===== src/rtl/btn_pulse_pkg.sv =====
// Shared types and default timing constants for the push-button front end.
package btn_pulse_pkg;

  typedef enum logic [0:0] {
    STABLE = 1'b0,
    CHECK  = 1'b1
  } btn_state_t;

  localparam int unsigned DEF_DEBOUNCE_CYCLES = 1000000;
  localparam int unsigned DEF_CNT_W           = 20;
  localparam int unsigned DEF_REPEAT_DELAY    = 50000000;
  localparam int unsigned DEF_REPEAT_PERIOD   = 10000000;

endpackage


===== src/rtl/btn_debounce_ch.sv =====
// One button channel: 2-flop synchroniser, STABLE/CHECK debounce FSM, registered pulses.
// Auto-repeat of the press pulse is built only when AUTO_REPEAT_EN is defined.
module btn_debounce_ch
  import btn_pulse_pkg::*;
#(
  parameter int unsigned DEBOUNCE_CYCLES = DEF_DEBOUNCE_CYCLES,
  parameter int unsigned CNT_W           = DEF_CNT_W,
  parameter int unsigned REPEAT_DELAY    = DEF_REPEAT_DELAY,
  parameter int unsigned REPEAT_PERIOD   = DEF_REPEAT_PERIOD
) (
  input  logic clk,
  input  logic reset,
  input  logic raw,
  output logic level,
  output logic press_pulse,
  output logic release_pulse,
  output logic busy
);

  if (DEBOUNCE_CYCLES < 2 || (64'd1 << CNT_W) <= 64'(DEBOUNCE_CYCLES)) begin : g_bad_debounce_cfg
    $error("btn_debounce_ch: need DEBOUNCE_CYCLES >= 2 and 2**CNT_W > DEBOUNCE_CYCLES");
  end
  if (REPEAT_DELAY < 1 || REPEAT_PERIOD < 1) begin : g_bad_repeat_cfg
    $error("btn_debounce_ch: REPEAT_DELAY and REPEAT_PERIOD must be non-zero");
  end

  localparam logic [CNT_W-1:0] CNT_LAST = CNT_W'(DEBOUNCE_CYCLES - 1);

  logic             sync1_q;
  logic             s_q;
  btn_state_t       state_q, state_d;
  logic [CNT_W-1:0] cnt_q, cnt_d;
  logic             level_d;
  logic             press_d;
  logic             release_d;
  logic             rpt_fire;

  always_ff @(posedge clk) begin
    if (reset) begin
      sync1_q       <= 1'b0;
      s_q           <= 1'b0;
      state_q       <= STABLE;
      cnt_q         <= '0;
      level         <= 1'b0;
      press_pulse   <= 1'b0;
      release_pulse <= 1'b0;
    end else begin
      sync1_q       <= raw;
      s_q           <= sync1_q;
      state_q       <= state_d;
      cnt_q         <= cnt_d;
      level         <= level_d;
      press_pulse   <= press_d;
      release_pulse <= release_d;
    end
  end

  always_comb begin
    state_d   = state_q;
    cnt_d     = '0;
    level_d   = level;
    press_d   = rpt_fire;
    release_d = 1'b0;
    case (state_q)
      STABLE: begin
        if (s_q != level) begin
          state_d = CHECK;
          cnt_d   = CNT_W'(1);
        end
      end
      CHECK: begin
        if (s_q == level) begin
          state_d = STABLE;
        end else if (cnt_q == CNT_LAST) begin
          state_d   = STABLE;
          level_d   = s_q;
          press_d   = s_q;
          release_d = ~s_q;
        end else begin
          cnt_d = cnt_q + CNT_W'(1);
        end
      end
      default: state_d = STABLE;
    endcase
  end

  assign busy = (state_q == CHECK);

`ifdef AUTO_REPEAT_EN
  localparam int unsigned RPT_MAX = (REPEAT_DELAY > REPEAT_PERIOD) ? REPEAT_DELAY : REPEAT_PERIOD;
  localparam int unsigned RPT_W   = $clog2(RPT_MAX + 1);
  localparam logic [RPT_W-1:0] RPT_DELAY_LAST  = RPT_W'(REPEAT_DELAY - 1);
  localparam logic [RPT_W-1:0] RPT_PERIOD_LAST = RPT_W'(REPEAT_PERIOD - 1);

  logic [RPT_W-1:0] rpt_q;
  logic             rpt_periodic_q;
  logic             rpt_run;

  // Runs only while held high and undisturbed; any candidate change (entering CHECK) clears it.
  assign rpt_run  = (state_q == STABLE) && level && s_q;
  assign rpt_fire = rpt_run && (rpt_q == (rpt_periodic_q ? RPT_PERIOD_LAST : RPT_DELAY_LAST));

  always_ff @(posedge clk) begin
    if (reset || !rpt_run) begin
      rpt_q          <= '0;
      rpt_periodic_q <= 1'b0;
    end else if (rpt_fire) begin
      rpt_q          <= '0;
      rpt_periodic_q <= 1'b1;
    end else begin
      rpt_q <= rpt_q + RPT_W'(1);
    end
  end
`else
  assign rpt_fire = 1'b0;
`endif

endmodule


===== src/rtl/button_pulse_gen.sv =====
// Push-button front end: N_BTN independent debounced channels with press/release pulses.
// Optional auto-repeat press pulses are enabled by defining AUTO_REPEAT_EN.
module button_pulse_gen
  import btn_pulse_pkg::*;
#(
  parameter int unsigned N_BTN           = 4,
  parameter int unsigned DEBOUNCE_CYCLES = DEF_DEBOUNCE_CYCLES,
  parameter int unsigned CNT_W           = DEF_CNT_W,
  parameter int unsigned REPEAT_DELAY    = DEF_REPEAT_DELAY,
  parameter int unsigned REPEAT_PERIOD   = DEF_REPEAT_PERIOD
) (
  input  logic             clk,
  input  logic             reset,
  input  logic [N_BTN-1:0] btn_raw,
  output logic [N_BTN-1:0] btn_level,
  output logic [N_BTN-1:0] btn_press,
  output logic [N_BTN-1:0] btn_release,
  output logic [N_BTN-1:0] btn_busy
);

  for (genvar i = 0; i < N_BTN; i++) begin : g_ch
    btn_debounce_ch #(
      .DEBOUNCE_CYCLES(DEBOUNCE_CYCLES),
      .CNT_W          (CNT_W),
      .REPEAT_DELAY   (REPEAT_DELAY),
      .REPEAT_PERIOD  (REPEAT_PERIOD)
    ) u_ch (
      .clk          (clk),
      .reset        (reset),
      .raw          (btn_raw[i]),
      .level        (btn_level[i]),
      .press_pulse  (btn_press[i]),
      .release_pulse(btn_release[i]),
      .busy         (btn_busy[i])
    );
  end

endmodule


===== config.mk =====
export PLATFORM = sky130hd
export DESIGN_NAME = button_pulse_gen
export DESIGN_NICKNAME = d
export VERILOG_FILES = /design/src/rtl/btn_pulse_pkg.sv /design/src/rtl/btn_debounce_ch.sv /design/src/rtl/button_pulse_gen.sv
export SDC_FILE = /design/constraint.sdc
export NUM_CORES = 1
export LEC_CHECK = 0
export ABC_AREA = 1
export CAP_MARGIN = 15
export CORE_UTILIZATION = 55
export DETAILED_ROUTE_END_ITERATION = 10
export PLACE_DENSITY = 0.76
export SLEW_MARGIN = 40
export SYNTH_ARGS = -nofsm -noshare
export SYNTH_HDL_FRONTEND = slang
export SYNTH_SLANG_ARGS = --single-unit

===== constraint.sdc =====
create_clock -name clk -period 1.3 [get_ports clk]
set_input_delay 0.26 -clock clk [delete_from_list [all_inputs] [get_ports clk]]
set_output_delay 0.26 -clock clk [all_outputs]
set_load 0.02 [all_outputs]

==> metrics.md, run 1 <==
| Metric | Value |
|---|---|
| Finish-stage setup viols | 78 |
| Initial core utilization | 0.574 |
| Share of synthesized registers carrying an async set or reset | 0 |
| Vias | slightly above 5000 |
| 1st-iter DRT viols | roughly 260 |
| Worst Path Buf+Inv | 0 |
| Number of enable-type register cells in the synthesized netlist | 0 |
| Worst min-delay path category | reg2reg |
| Die ar. | between 9000 and 10000 um2 |
| Dominant cell type by area after synthesis | dfxtp_1 |
| Antenna cells | 0 |
| Chip width | slightly below 100 um |
| CTS clock-pin slew for the worst setup and hold paths | ~0.10 ns |
| CTS tree | yes |
| Critical path required time | 1.56 ns |
| Core Area | 8850 um2 |
| Gr ovfl total | 0 |
| Fin Clk Skew | 0.00906 ns |
| Mapped Area | 5080 um2 |
| Placed instance count | approximately 900 |
| Total of max-cap violations | 0 |
| Vias per cell | about 5.5 |
| Synth top area cells | dfxtp_1 41%, nand2_1 11%, nor2_1 8.8% |
| Fin Setup TNS | -7.76 ns |
| Detailed-route DRC error count | 1 |
| Layout cells sized above 1 | 0.401 |
| First-pass GRT wire length | approximately 20000 um |
| Max Slew Vio Count | 0 |
| Hold Buf Count CTS | 0 |
| Final wirelength | 15200 um |
| Initial antenna violation count | 0 |
| Total GRT Usage | 0.261 |
| PortBufs | 21 |
| Fin cells | between 900 and 1000 |
| Detailed Place HPWL | around 8000 um |
| Syn avg cell area | ~7.3 um2 |
| Sequential share of the synthesized area | 0.410 |
| CP Launch Type | flop |
| Share of the synthesized area in the top cell type | 0.410 |
| Power Density | about 780 nW/um2 |
| Syn nets | 710 |
| Setup Crit Path Kind | reg2reg |
| Synth Warn # | 0 |
| Upper clock frequency limit | roughly 680 MHz |
| CP Max Fanout | 5 |
| Clk sink count | roughly 100 |
| Ports | 22 |
| Clock Path Buffers | 2 |
| TritonCTS Buffers | 9 |
| Relative slew slack | 0.739 |
| Critical path cell sequence | nor2_1 > nand3_2 > nor3_4 > nand2_4 > nand2_8 > nor2_4 |
| Worst Setup End Kind | flop |
| Yosys reg bits | around 100 |
| Root Buffer | clkbuf_8 |
| Synth cell count leaders | 146 x nand2_1, 119 x nor2_1, 104 x dfxtp_1, 88 x inv_1, 37 x a21oi_1 |
| Fin crit period | 1.48 ns |
| Status | finished, violations left |
| DR WL/cell | around 16 um |
| Clk_lat worst skew | 0.37 ns |
| Ys flop type | dfxtp_1 |
| Die height | slightly below 100 um |
| Post-route ant nets | 0 |
| Synth Instances | 700 |
| Max VDD drop | between 700 and 800 uV |
| Least-Margin Pin Slew | between 0.3 and 0.4 ns |
| Vias in the first global route | 4640 |
| Slowest CP cell | nor3_4 |
| Cell variety after synth | 31 |
| H-Tree Depth | 3 |
| Layout area overhead | 40.1% |
| Worst Path Arrival | ~1.7 ns |
| RD Place Congestion | slightly above 0.8 |
| Crit-path max cell delay | 0.33 ns |
| Most numerous cell in the Yosys netlist | nand2_1 |
| Final Hold Fails | 0 |
| DRT Pass-1 Iters | 8 |
| Leakage | 2.68 nW |
| Final #Nets | 832 |
| Largest net degree at the start of global routing | 18 |
| Violated checks | DRC, setup timing |
| Unrepaired setup endpoints after global routing | true |
| Final setup margin | -0.177 ns |
| Final period util | 1.14 |
| Critical path's top delay family | simple AND/OR/NAND/NOR gates |
| FP Rows | 34 |
-- area by class of cell --
type / count / area [um2]
multi-input combinational: 490 / 3170
tap: 108 / 135
inverter: 88 / 338
sequential: 104 / 2150
clock buffer: 14 / 183
timing repair buffer: 129 / 1110
fill: 507 / 1740
clock inverter: 2 / 35.0
-- worst paths after layout --
kind	startpoint	end	slack (ns)	cells after the start
max	g_ch[0].u_ch.cnt_q[11]	g_ch[0].u_ch.cnt_q[3]	-0.18	6
min reg2reg	g_ch[1].u_ch.sync1_q	g_ch[1].u_ch.s_q	0.41	2
min	g_ch[1].u_ch.sync1_q	g_ch[1].u_ch.s_q	0.41	2
max reg2reg	g_ch[0].u_ch.cnt_q[11]	g_ch[0].u_ch.cnt_q[3]	-0.18	6
-- metal layers --
metal  wire length [um]  GRT usage
met5                  0          0
met3                801     0.0608
met1               5880      0.298
met4                693      0.104
met2               7870      0.470
-- report_power, final --
part / switching (mW) / internal [mW]
clock: 1.10 / 1.10
combinational: 0.0651 / 0.0555
sequential: 0.0154 / 3.19
-- layout by cell type (no fill, tap or decap), drive strengths merged --
| cell | instances |
|---|---|
| a21boi | 1 |
| inv | 88 |
| ha | 4 |
| xnor2 | 10 |
| dfxtp | 104 |
| clkbuf | 17 |
| and2 | 1 |
| buf | 111 |
| nor3 | 21 |
| or2 | 6 |
| o21bai | 1 |
| xor2 | 22 |
| nand3b | 7 |
| nand4 | 20 |
| bufinv | 1 |
| nand3 | 44 |
| nor3b | 1 |
| nand2 | 156 |
| clkdlybuf4s50 | 5 |
| clkdlybuf4s15 | 10 |
| clkinv | 1 |
| a21oi | 37 |
| nor2 | 143 |
| o21ai | 16 |
-- state kept, by name (all words and copies together) (netlist names) --
register / count
g_ch.u_ch.cnt_q: 80
g_ch.u_ch.busy: 4
g_ch.u_ch.level: 4
g_ch.u_ch.press_pulse: 4
g_ch.u_ch.release_pulse: 4
g_ch.u_ch.s_q: 4
g_ch.u_ch.sync1_q: 4
-- through the flow --
| step | power, mW | instance area (um2) | setup WS, ns | hold WS [ns] | util |
|---|---|---|---|---|---|
| after floorplan | 3.33 | 5100 | -0.00892 | 0.329 | - |
| after global placement | 3.38 | 5930 | -0.266 | 0.398 | 0.670 |
| after detailed placement | 3.39 | 5930 | -0.320 | 0.396 | 0.670 |
| after CTS | 5.52 | 6580 | -0.0846 | 0.403 | 0.744 |
| after global routing | 5.67 | 7110 | -0.221 | 0.416 | 0.804 |
| final | 5.52 | 7110 | -0.177 | 0.410 | 0.804 |
-- worst min-delay path, delay by kind of cell, from the launching register on --
kind                   cells  cell delay, ns
flip-flops                 1            0.31
buffers and inverters      1            0.04
AND/OR/NAND/NOR            1            0.03
-- cells by family after synthesis --
kind of cell,synth area share
xor gates and xnor gates,0.0552
buffers and inverters,0.101
adders and majority gates,0.00986
AOI/OAI and AO/OA,0.0552
and+or+nand+nor,0.369
DFF,0.410
-- timing repair --
action / 4_1_cts / 5_1_grt
setup endpoints to repair: 106 / 110
setup buffers: 8 / 14
resized for setup: 121 / 140
pin swaps: 39 / 48
cloned: 1 / 3
No activity file was read; power rests on OpenSTA's default activity.
==> run 2: changes to the inputs <==
--- a/config.mk
+++ b/config.mk
@@ -6,7 +6,6 @@
 export NUM_CORES = 1
 export LEC_CHECK = 0
 export ABC_AREA = 1
-export CAP_MARGIN = 15
 export CORE_UTILIZATION = 55
 export DETAILED_ROUTE_END_ITERATION = 10
 export PLACE_DENSITY = 0.76
==> results of run 2 <==
No change in the layout: final DEF, timing and power equal those of run 1.
